## src/rtl/dmem_arb_pkg.sv

```systemverilog
// dmem_arb_pkg: shared state, port-id types and default geometry for the data memory arbiter
package dmem_arb_pkg;
  typedef enum logic [1:0] {IDLE, ISSUE, WAIT, DONE} state_t;
  typedef logic port_id_t;
  localparam int DEF_DEPTH  = 32;
  localparam int DEF_RD_LAT = 1;
endpackage

```

## src/rtl/rr_arbiter2.sv

```systemverilog
// rr_arbiter2: combinational two-way round-robin pick favouring the port not granted last
module rr_arbiter2
  import dmem_arb_pkg::*;
(
  input  logic     req0,
  input  logic     req1,
  input  port_id_t last_grant,
  output logic     valid,
  output port_id_t pick
);
  assign valid = req0 | req1;
  assign pick  = (req0 && req1) ? !last_grant : req1;
endmodule

```

## src/rtl/data_memory_arbiter.sv

```systemverilog
// data_memory_arbiter: shares one data memory port between two requesters with round-robin fairness
module data_memory_arbiter
  import dmem_arb_pkg::*;
#(
  parameter int ADDR_W = 8,
  parameter int DATA_W = 8,
  parameter int DEPTH  = DEF_DEPTH,
  parameter int RD_LAT = DEF_RD_LAT
)(
  input  logic              clk,
  input  logic              reset,
  input  logic              req0,
  input  logic              req1,
  input  logic              we0,
  input  logic              we1,
  input  logic [ADDR_W-1:0] addr0,
  input  logic [ADDR_W-1:0] addr1,
  input  logic [DATA_W-1:0] wdata0,
  input  logic [DATA_W-1:0] wdata1,
  output logic              ack0,
  output logic              ack1,
  output logic              err0,
  output logic              err1,
  output logic [DATA_W-1:0] rdata0,
  output logic [DATA_W-1:0] rdata1,
  output logic [ADDR_W-1:0] mem_addr,
  output logic              mem_read,
  output logic              mem_write,
  output logic [DATA_W-1:0] mem_wdata,
  input  logic [DATA_W-1:0] mem_rdata,
  output logic              busy,
  output logic              grant_id
);
  state_t            state, state_nx;
  port_id_t          last_grant, pick, gid_nx;
  logic              any_req, sel_we, oor, last_wait, done_nx, from_idle;
  logic [ADDR_W-1:0] sel_addr;
  logic [DATA_W-1:0] sel_wdata, rdata_nx;
  logic [1:0]        cnt;

  rr_arbiter2 u_arb (.req0, .req1, .last_grant, .valid(any_req), .pick);

  assign sel_we    = pick ? we1 : we0;
  assign sel_addr  = pick ? addr1 : addr0;
  assign sel_wdata = pick ? wdata1 : wdata0;
  assign oor       = 32'(sel_addr) >= DEPTH;
  assign last_wait = cnt == 2'(RD_LAT - 1);
  assign from_idle = state == IDLE;
  assign gid_nx    = from_idle ? pick : grant_id;
  assign done_nx   = state_nx == DONE;
  assign rdata_nx  = state == WAIT ? mem_rdata : '0;

  always_comb begin
    state_nx = state;
    unique case (state)
      IDLE:  state_nx = !any_req ? IDLE : oor ? DONE : ISSUE;
      ISSUE: state_nx = mem_write ? DONE : WAIT;
      WAIT:  state_nx = last_wait ? DONE : WAIT;
      DONE:  state_nx = IDLE;
    endcase
  end

  // Every output is loaded from next-state decode so it is valid in the cycle the state is entered.
  always_ff @(posedge clk or negedge reset)
    if (!reset) begin
      state      <= IDLE;
      last_grant <= 1'b1;
      grant_id   <= 1'b0;
      cnt        <= '0;
      busy       <= 1'b0;
      mem_addr   <= '0;
      mem_wdata  <= '0;
      mem_read   <= 1'b0;
      mem_write  <= 1'b0;
      ack0       <= 1'b0;
      ack1       <= 1'b0;
      err0       <= 1'b0;
      err1       <= 1'b0;
      rdata0     <= '0;
      rdata1     <= '0;
    end else begin
      state     <= state_nx;
      busy      <= state_nx != IDLE;
      cnt       <= (state == WAIT && !last_wait) ? cnt + 2'd1 : 2'd0;
      mem_read  <= state_nx == ISSUE && !sel_we;
      mem_write <= state_nx == ISSUE && sel_we;
      if (from_idle && any_req) grant_id <= pick;
      if (state_nx == ISSUE) begin
        mem_addr  <= sel_addr;
        mem_wdata <= sel_wdata;
      end
      if (state == DONE) last_grant <= grant_id;
      ack0   <= done_nx && !gid_nx;
      ack1   <= done_nx && gid_nx;
      err0   <= done_nx && !gid_nx && from_idle;
      err1   <= done_nx && gid_nx && from_idle;
      rdata0 <= (done_nx && !gid_nx) ? rdata_nx : '0;
      rdata1 <= (done_nx && gid_nx) ? rdata_nx : '0;
    end
endmodule

```

## config.mk

```make
export PLATFORM = sky130hd
export DESIGN_NAME = data_memory_arbiter
export DESIGN_NICKNAME = d
export VERILOG_FILES = /design/src/rtl/dmem_arb_pkg.sv /design/src/rtl/rr_arbiter2.sv /design/src/rtl/data_memory_arbiter.sv
export SDC_FILE = /design/constraint.sdc
export NUM_CORES = 1
export LEC_CHECK = 0
export ABC_AREA = 0
export CORE_UTILIZATION = 41
export DETAILED_ROUTE_END_ITERATION = 10
export PLACE_DENSITY = 0.79
export SLEW_MARGIN = 0
export SYNTH_ARGS = -nofsm -noshare
export SYNTH_HDL_FRONTEND = slang
export SYNTH_HIERARCHICAL = 1
export SYNTH_SLANG_ARGS = --single-unit
```

## constraint.sdc

```tcl
create_clock -name clk -period 2.3 [get_ports clk]
set_input_delay 0.345 -clock clk [delete_from_list [all_inputs] [get_ports clk]]
set_output_delay 0.345 -clock clk [all_outputs]
set_load 0.02 [all_outputs]
```

==> flow_summary.json, run 1 <==
{
  "status": "finished with violations",
  "violations": "DRC",
  "seqPwrFrac_pct": 31.4,
  "report.power.total_uw": 3865,
  "synthTopCellsByCount": "dfrtp_1, mux2i_1, nor2_1",
  "setup_viol": 0,
  "power_frac_comb_pct": 55.8,
  "cts_buffers": 5,
  "p_sw_uw": 1613,
  "grt_max_degree": 46,
  "start_util_pct": 43.50,
  "ant_nets": 0,
  "cts.path.max_buffers": 2,
  "synth.mux.area_fraction_pct": 11.07,
  "slew_headroom_pct": 36.03,
  "p_int_uw": 2252,
  "crit_fanout": 12,
  "synth_edf_count": 0,
  "fin_crit_ns": 2.025,
  "final_cells": 311,
  "tightest_slew_ns": 0.9595,
  "synth_cell_types": 32,
  "synth_top_area_share_pct": 56.96,
  "netlist_area_mm2": 0.001933,
  "track_usage_pct": 19.22,
  "arrival_ns": 2.21,
  "viasPerCell": 5.141,
  "grt_pass1_wl_mm": 7.486,
  "startpoint": "req1",
  "synthMostInstantiatedCell": "dfrtp_1",
  "route.vias.total": 1599,
  "synth_adder_area_share_pct": 3.236,
  "nets": 309,
  "synthSimpleGateAreaFrac_pct": 9.579,
  "synth_area_leader_cell": "dfrtp_1",
  "cp_cell_sequence": "clkdlybuf4s50_1 -> a21boi_2 -> nor4b_1 -> or3_1 -> and3_1 -> buf_12 -> a21oi_1",
  "cts_tree": "built",
  "hp-class": "input port to async pin",
  "finalWeightedCongestion": 0.7774,
  "clock_sinks": 45,
  "postCtsSetupBuffers": 0,
  "post_drt_wl_per_cell_um": 14.39,
  "drtPass1Iterations": 7,
  "diodes": 0,
  "drive_above_1_share_pct": 13.13,
  "rows": 24,
  "hold_viol_final": 0,
  "cpPeakStageDelay_ns": 0.48,
  "synthCells": 167,
  "routed_wirelength_mm": 4.476,
  "worstSkewPairLatency_ns": 0.30,
  "ys_ff_latch": 45,
  "ys_seq_area_share_pct": 58.32,
  "tns_ns": 0,
  "portBuffers": 85,
  "critPathCapture": "mem_addr[7]",
  "ctsHtreeMaxLevel": 2,
  "rsz0062_at_grt": "no",
  "ios": 86,
  "cts.clk_slew.worst_paths_ns": 0.09,
  "slew_viol_final": 0,
  "syn-num-nets": 218,
  "coreArea_mm2": 0.004444,
  "swShare_pct": 41.74,
  "syn_area_per_cell_um2": 11.58,
  "reg2reg_depth": 6,
  "dpl.hpwl_mm": 3.265,
  "cts_root_buf": "clkbuf_8",
  "grt_pass1_vias": 1576,
  "synth-compound-area-share_pct": 13.27,
  "die_h_um": 70.67,
  "fmax_mhz": 493.8,
  "die_x_um": 70.67,
  "p_per_area_mw_per_mm2": 1306,
  "synth_top_family_by_area": "compound AO/OA/AOI/OAI gates",
  "ys_warn_count": 6,
  "die_area_mm2": 0.004994,
  "clockPowerShare_pct": 12.8,
  "cts-resized-gates": 0,
  "cp-start-kind": "input port",
  "drt_iter0_drc": 169,
  "synthArstFlopShare_pct": 100.0,
  "power.leakage_uw": 0.001287,
  "drc": 12,
  "grt_overflow": 0,
  "timing.final.crit_share_pct": 88.06,
  "r2r_start": "state[0]",
  "area_growth_pct": 53.14,
  "dp_cells": 303,
  "peakVddDrop_mv": 0.8819,
  "cts_hold_buf": 0,
  "ys.flop_type": "dfrtp_1",
  "finClkSkew_ns": 0.01026,
  "crit_slowest_cell": "clkdlybuf4s50_1",
  "cp.required_ns": 2.49,
  "cp-end-kind": "flip-flop",
  "r2r-end": "rdata1[6]",
  "cap_violations": 0,
  "path_class": "input port to flip-flop",
  "synth_area_leaders": "dfrtp_1, mux2i_1, a31oi_1",
  "worst-r2r-setup-slack_ns": 0.40,
  "synth-xor-area-share_pct": 0,
  "antenna_found_initial": 0
}
## logic make-up (layout without fill, tap and decap cells)
family	count (synthesis)	count (layout)
compound gates	37	37
mux	21	21
flops	45	45
fa+ha+maj	5	5
buf+inv	18	110
simple gates	41	41
## how the worst min path moves through the flow
| stage | to | slack (ns) | from |
|---|---|---|---|
| 3_3_place_gp | cnt[0] | 0.42 | cnt[0] |
| 4_1_cts | cnt[1] | 0.22 | reset |
| 2_1_floorplan | ack0 | 0.05 | reset |
| 6_report | cnt[1] | 0.18 | reset |
| 3_5_place_dp | cnt[0] | 0.42 | cnt[0] |
| 5_1_grt | rdata1[7] | 0.27 | reset |
## placed cells by master (no fill, tap or decap), types with 3 or more instances in the layout
master	instances
buf_4	8
clkdlybuf4s50_1	84
a21oi_2	10
clkbuf_8	5
nand2_1	12
a31oi_1	16
dfrtp_1	44
a21oi_1	6
nor2_1	18
ha_1	5
mux2i_1	18
inv_1	7
mux2_2	3
## area by class of cell
cell class	instances	area [um2]
clock buffers	5	68.82
multi-input cells	104	721.9
repair buffers	94	925.9
clock inverters	3	21.27
flip-flops and latches	45	1127
well taps	52	65.06
inverters	8	30.03
fillers	345	1484
## metal layers
metal	share of wire [%]	wire (um)	up-vias	global-route usage (%)
met2	48	2139	78	30.74
met3	8.0	360	5	5.556
met5	0	0	-	0
met4	1.0	46	0	6.000
met1	43	1930	759	25.56
li1	-	-	757	-
## worst max-delay path, delay by kind of cell
kind / cells / cell delay [ns]
AO/OA/AOI/OAI: 2 / 0.38
buffers and inverters: 2 / 0.66
AND/OR/NAND/NOR: 3 / 0.82
## sequential cells by signal, indices dropped and copies added (netlist names), 2 cells and up
register and count:
mem_addr 8, mem_wdata 8, rdata0 8, rdata1 8, cnt 2, state 2
## through the flow
stage | hold slack [ns] | area [um2] | worst slack (ns) | utilization [%]
3_5_place_dp | 0.4241 | 2870 | -0.02284 | 64.58
2_1_floorplan | 0.04941 | 1933 | 0.5551 | -
5_1_grt | 0.2691 | 2960 | 0.1406 | 66.61
3_3_place_gp | 0.4209 | 2870 | 0.09680 | 64.58
4_1_cts | 0.2215 | 2960 | 0.2840 | 66.61
6_report | 0.1850 | 2960 | 0.2747 | 66.61
## power groups by stage
| stage | Clock, uW | Combinational (uW) | Sequential, uW |
|---|---|---|---|
| floorplan | 0 | 1030 | 1490 |
| global route | 546 | 2340 | 1240 |
| finish | 496 | 2160 | 1210 |
| CTS | 506 | 2170 | 1210 |
| detailed placement | 0 | 2170 | 1220 |
| global placement | 0 | 2130 | 1220 |
(Power assumes the default switching activity.)
==> run 2: changes to the inputs <==
==> constraint.sdc (replaced) <==
create_clock -name clk -period 2.3 [get_ports clk]
set_input_delay 0.575 -clock clk [delete_from_list [all_inputs] [get_ports clk]]
set_output_delay 0.575 -clock clk [all_outputs]
set_load 0.02 [all_outputs]
==> run 2 against run 1 <==
The flow still finishes with violations (DRC). Fmax is 5.1% lower. Register-to-register slack better by 0.03 ns. Clock skew is 0.0049 ns lower. Cell area is 3.3% higher. Combinational power is 6% higher. Count of clock-buffer cells in the layout stayed put. Critical path type unchanged. Largest cell class unchanged. Highest routed layer unchanged.
==> flow_summary.json, run 2 (synthesis results as in run 1) <==
{
  "status": "finished with violations",
  "violations": "DRC",
  "seqPwrFrac_pct": 30.6,
  "worst-r2r-setup-slack_ns": 0.43,
  "cp.required_ns": 2.52,
  "grt_pass1_vias": 1722,
  "drc": 12,
  "hold_viol_final": 0,
  "slew_headroom_pct": 41.27,
  "fillers": 348,
  "r2r_start": "state[1]",
  "die_h_um": 70.67,
  "grt_pass1_wl_mm": 8.107,
  "rsz0062_at_grt": "no",
  "clock_sinks": 45,
  "power_frac_comb_pct": 57.1,
  "antenna_found_initial": 0,
  "arrival_ns": 2.35,
  "tightest_slew_ns": 0.8810,
  "diodes": 0,
  "timing.hold.ws_ns": 0.3909,
  "ios": 86,
  "fin_crit_ns": 2.134,
  "viasPerCell": 5.152,
  "timing.final.crit_share_pct": 92.78,
  "tns_ns": 0,
  "grt_overflow": 0,
  "cp-end-kind": "flip-flop",
  "die_x_um": 70.67,
  "grt_max_degree": 42,
  "cts_root_buf": "clkbuf_8",
  "crit_fanout": 4,
  "track_usage_pct": 20.98,
  "final_cell_mix": "clkdlybuf4s50_1, dfrtp_1, buf_4",
  "finClkSkew_ns": 0.005318,
  "drt_iter0_drc": 135,
  "power.leakage_uw": 0.001345,
  "peakVddDrop_mv": 0.9028,
  "drtPass1Iterations": 7,
  "p_sw_uw": 1649,
  "drive_above_1_share_pct": 17.04,
  "rows": 24,
  "area_growth_pct": 58.12,
  "swShare_pct": 41.26,
  "cts.clk_slew.worst_paths_ns": 0.09,
  "post_drt_wl_per_cell_um": 14.52,
  "finalWeightedCongestion": 0.7761,
  "hp-class": "input port to async pin",
  "nets": 320,
  "final_common_cell": "clkdlybuf4s50_1",
  "slew_viol_final": 0,
  "routed_wirelength_mm": 4.676,
  "cts_buffers": 5,
  "final_cells": 322,
  "path_class": "input port to flip-flop",
  "dp_cells": 313,
  "start_util_pct": 43.50,
  "cts.path.max_buffers": 2,
  "cts_tree": "built",
  "coreArea_mm2": 0.004444,
  "die_area_mm2": 0.004994,
  "r2r-end": "mem_addr[3]",
  "cp-start-kind": "input port",
  "cap_violations": 0,
  "setup_viol": 0,
  "dpl.hpwl_mm": 3.448,
  "worstSkewPairLatency_ns": 0.30,
  "p_per_area_mw_per_mm2": 1307,
  "ant_nets": 0,
  "portBuffers": 85,
  "p_int_uw": 2347,
  "route.vias.total": 1659,
  "fmax_mhz": 468.6,
  "clockPowerShare_pct": 12.3,
  "pre_cts_ws_ns": -0.2897,
  "setup_ws_ns": 0.1660,
  "ctsHtreeMaxLevel": 2,
  "reg2reg_depth": 7
}
-- run 2: how the worst max path moves through the flow --
| stage | from | end | slack, ns |
|---|---|---|---|
| after global routing | req1 | mem_addr[3] | 0.008 |
| after detailed placement | req1 | mem_addr[7] | -0.29 |
| after CTS | req1 | mem_addr[7] | 0.02 |
| after floorplan | req1 | mem_addr[5] | 0.42 |
| final | req1 | mem_addr[3] | 0.17 |
| after global placement | req1 | mem_addr[0] | -0.13 |
-- run 2: timing repair --
action                                  in CTS  in global routing
resized for setup                            0                  2
endpoints found under the setup margin       0                 24
hold buffers                                 0                  0
setup buffers                                0                  1
-- run 2: worst max-delay path, cell delays in order --
cell	delay, ns
clkdlybuf4s50_1	0.48
a21boi_4	0.24
nor4_1	0.10
or3_1	0.39
and3_1	0.26
buf_4	0.16
a21oi_1	0.14
-- run 2: area by class of cell --
| cell class | count | area [um2] | area share [%] |
|---|---|---|---|
| Tap cell | 52 | 65.06 | 2.129 |
| Timing Repair Buffer | 105 | 1008 | 32.99 |
| Clock inverter | 3 | 21.27 | 0.6959 |
| Sequential cell | 45 | 1127 | 36.88 |
| Multi-Input combinational cell | 104 | 735.7 | 24.07 |
| Clock buffer | 5 | 68.82 | 2.251 |
| Inverter | 8 | 30.03 | 0.9824 |
-- run 2: routing by layer --
| layer | track usage (%) | vias to the layer above | wire length [um] |
|---|---|---|---|
| met5 | 0 | - | 0 |
| met4 | 6.667 | 0 | 55 |
| met3 | 5.840 | 7 | 338 |
| met2 | 34.41 | 82 | 2225 |
| met1 | 27.25 | 788 | 2057 |
| li1 | - | 782 | - |
-- run 2: power groups by stage --
stage / clock network (uW) / logic (uW) / registers (uW)
after global routing: 538 / 2480 / 1250
after CTS: 506 / 2280 / 1220
after floorplan: 0 / 1030 / 1490
final: 492 / 2280 / 1220
after global placement: 0 / 2230 / 1220
after detailed placement: 0 / 2270 / 1230
-- run 2: metrics by stage --
stage / cell area [um2] / total power (uW) / util, %
CTS: 3035 / 4005 / 68.30
global route: 3057 / 4271 / 68.78
detailed placement: 2945 / 3500 / 66.27
floorplan: 1933 / 2515 / -
global placement: 2945 / 3446 / 66.27
finish: 3057 / 3996 / 68.78
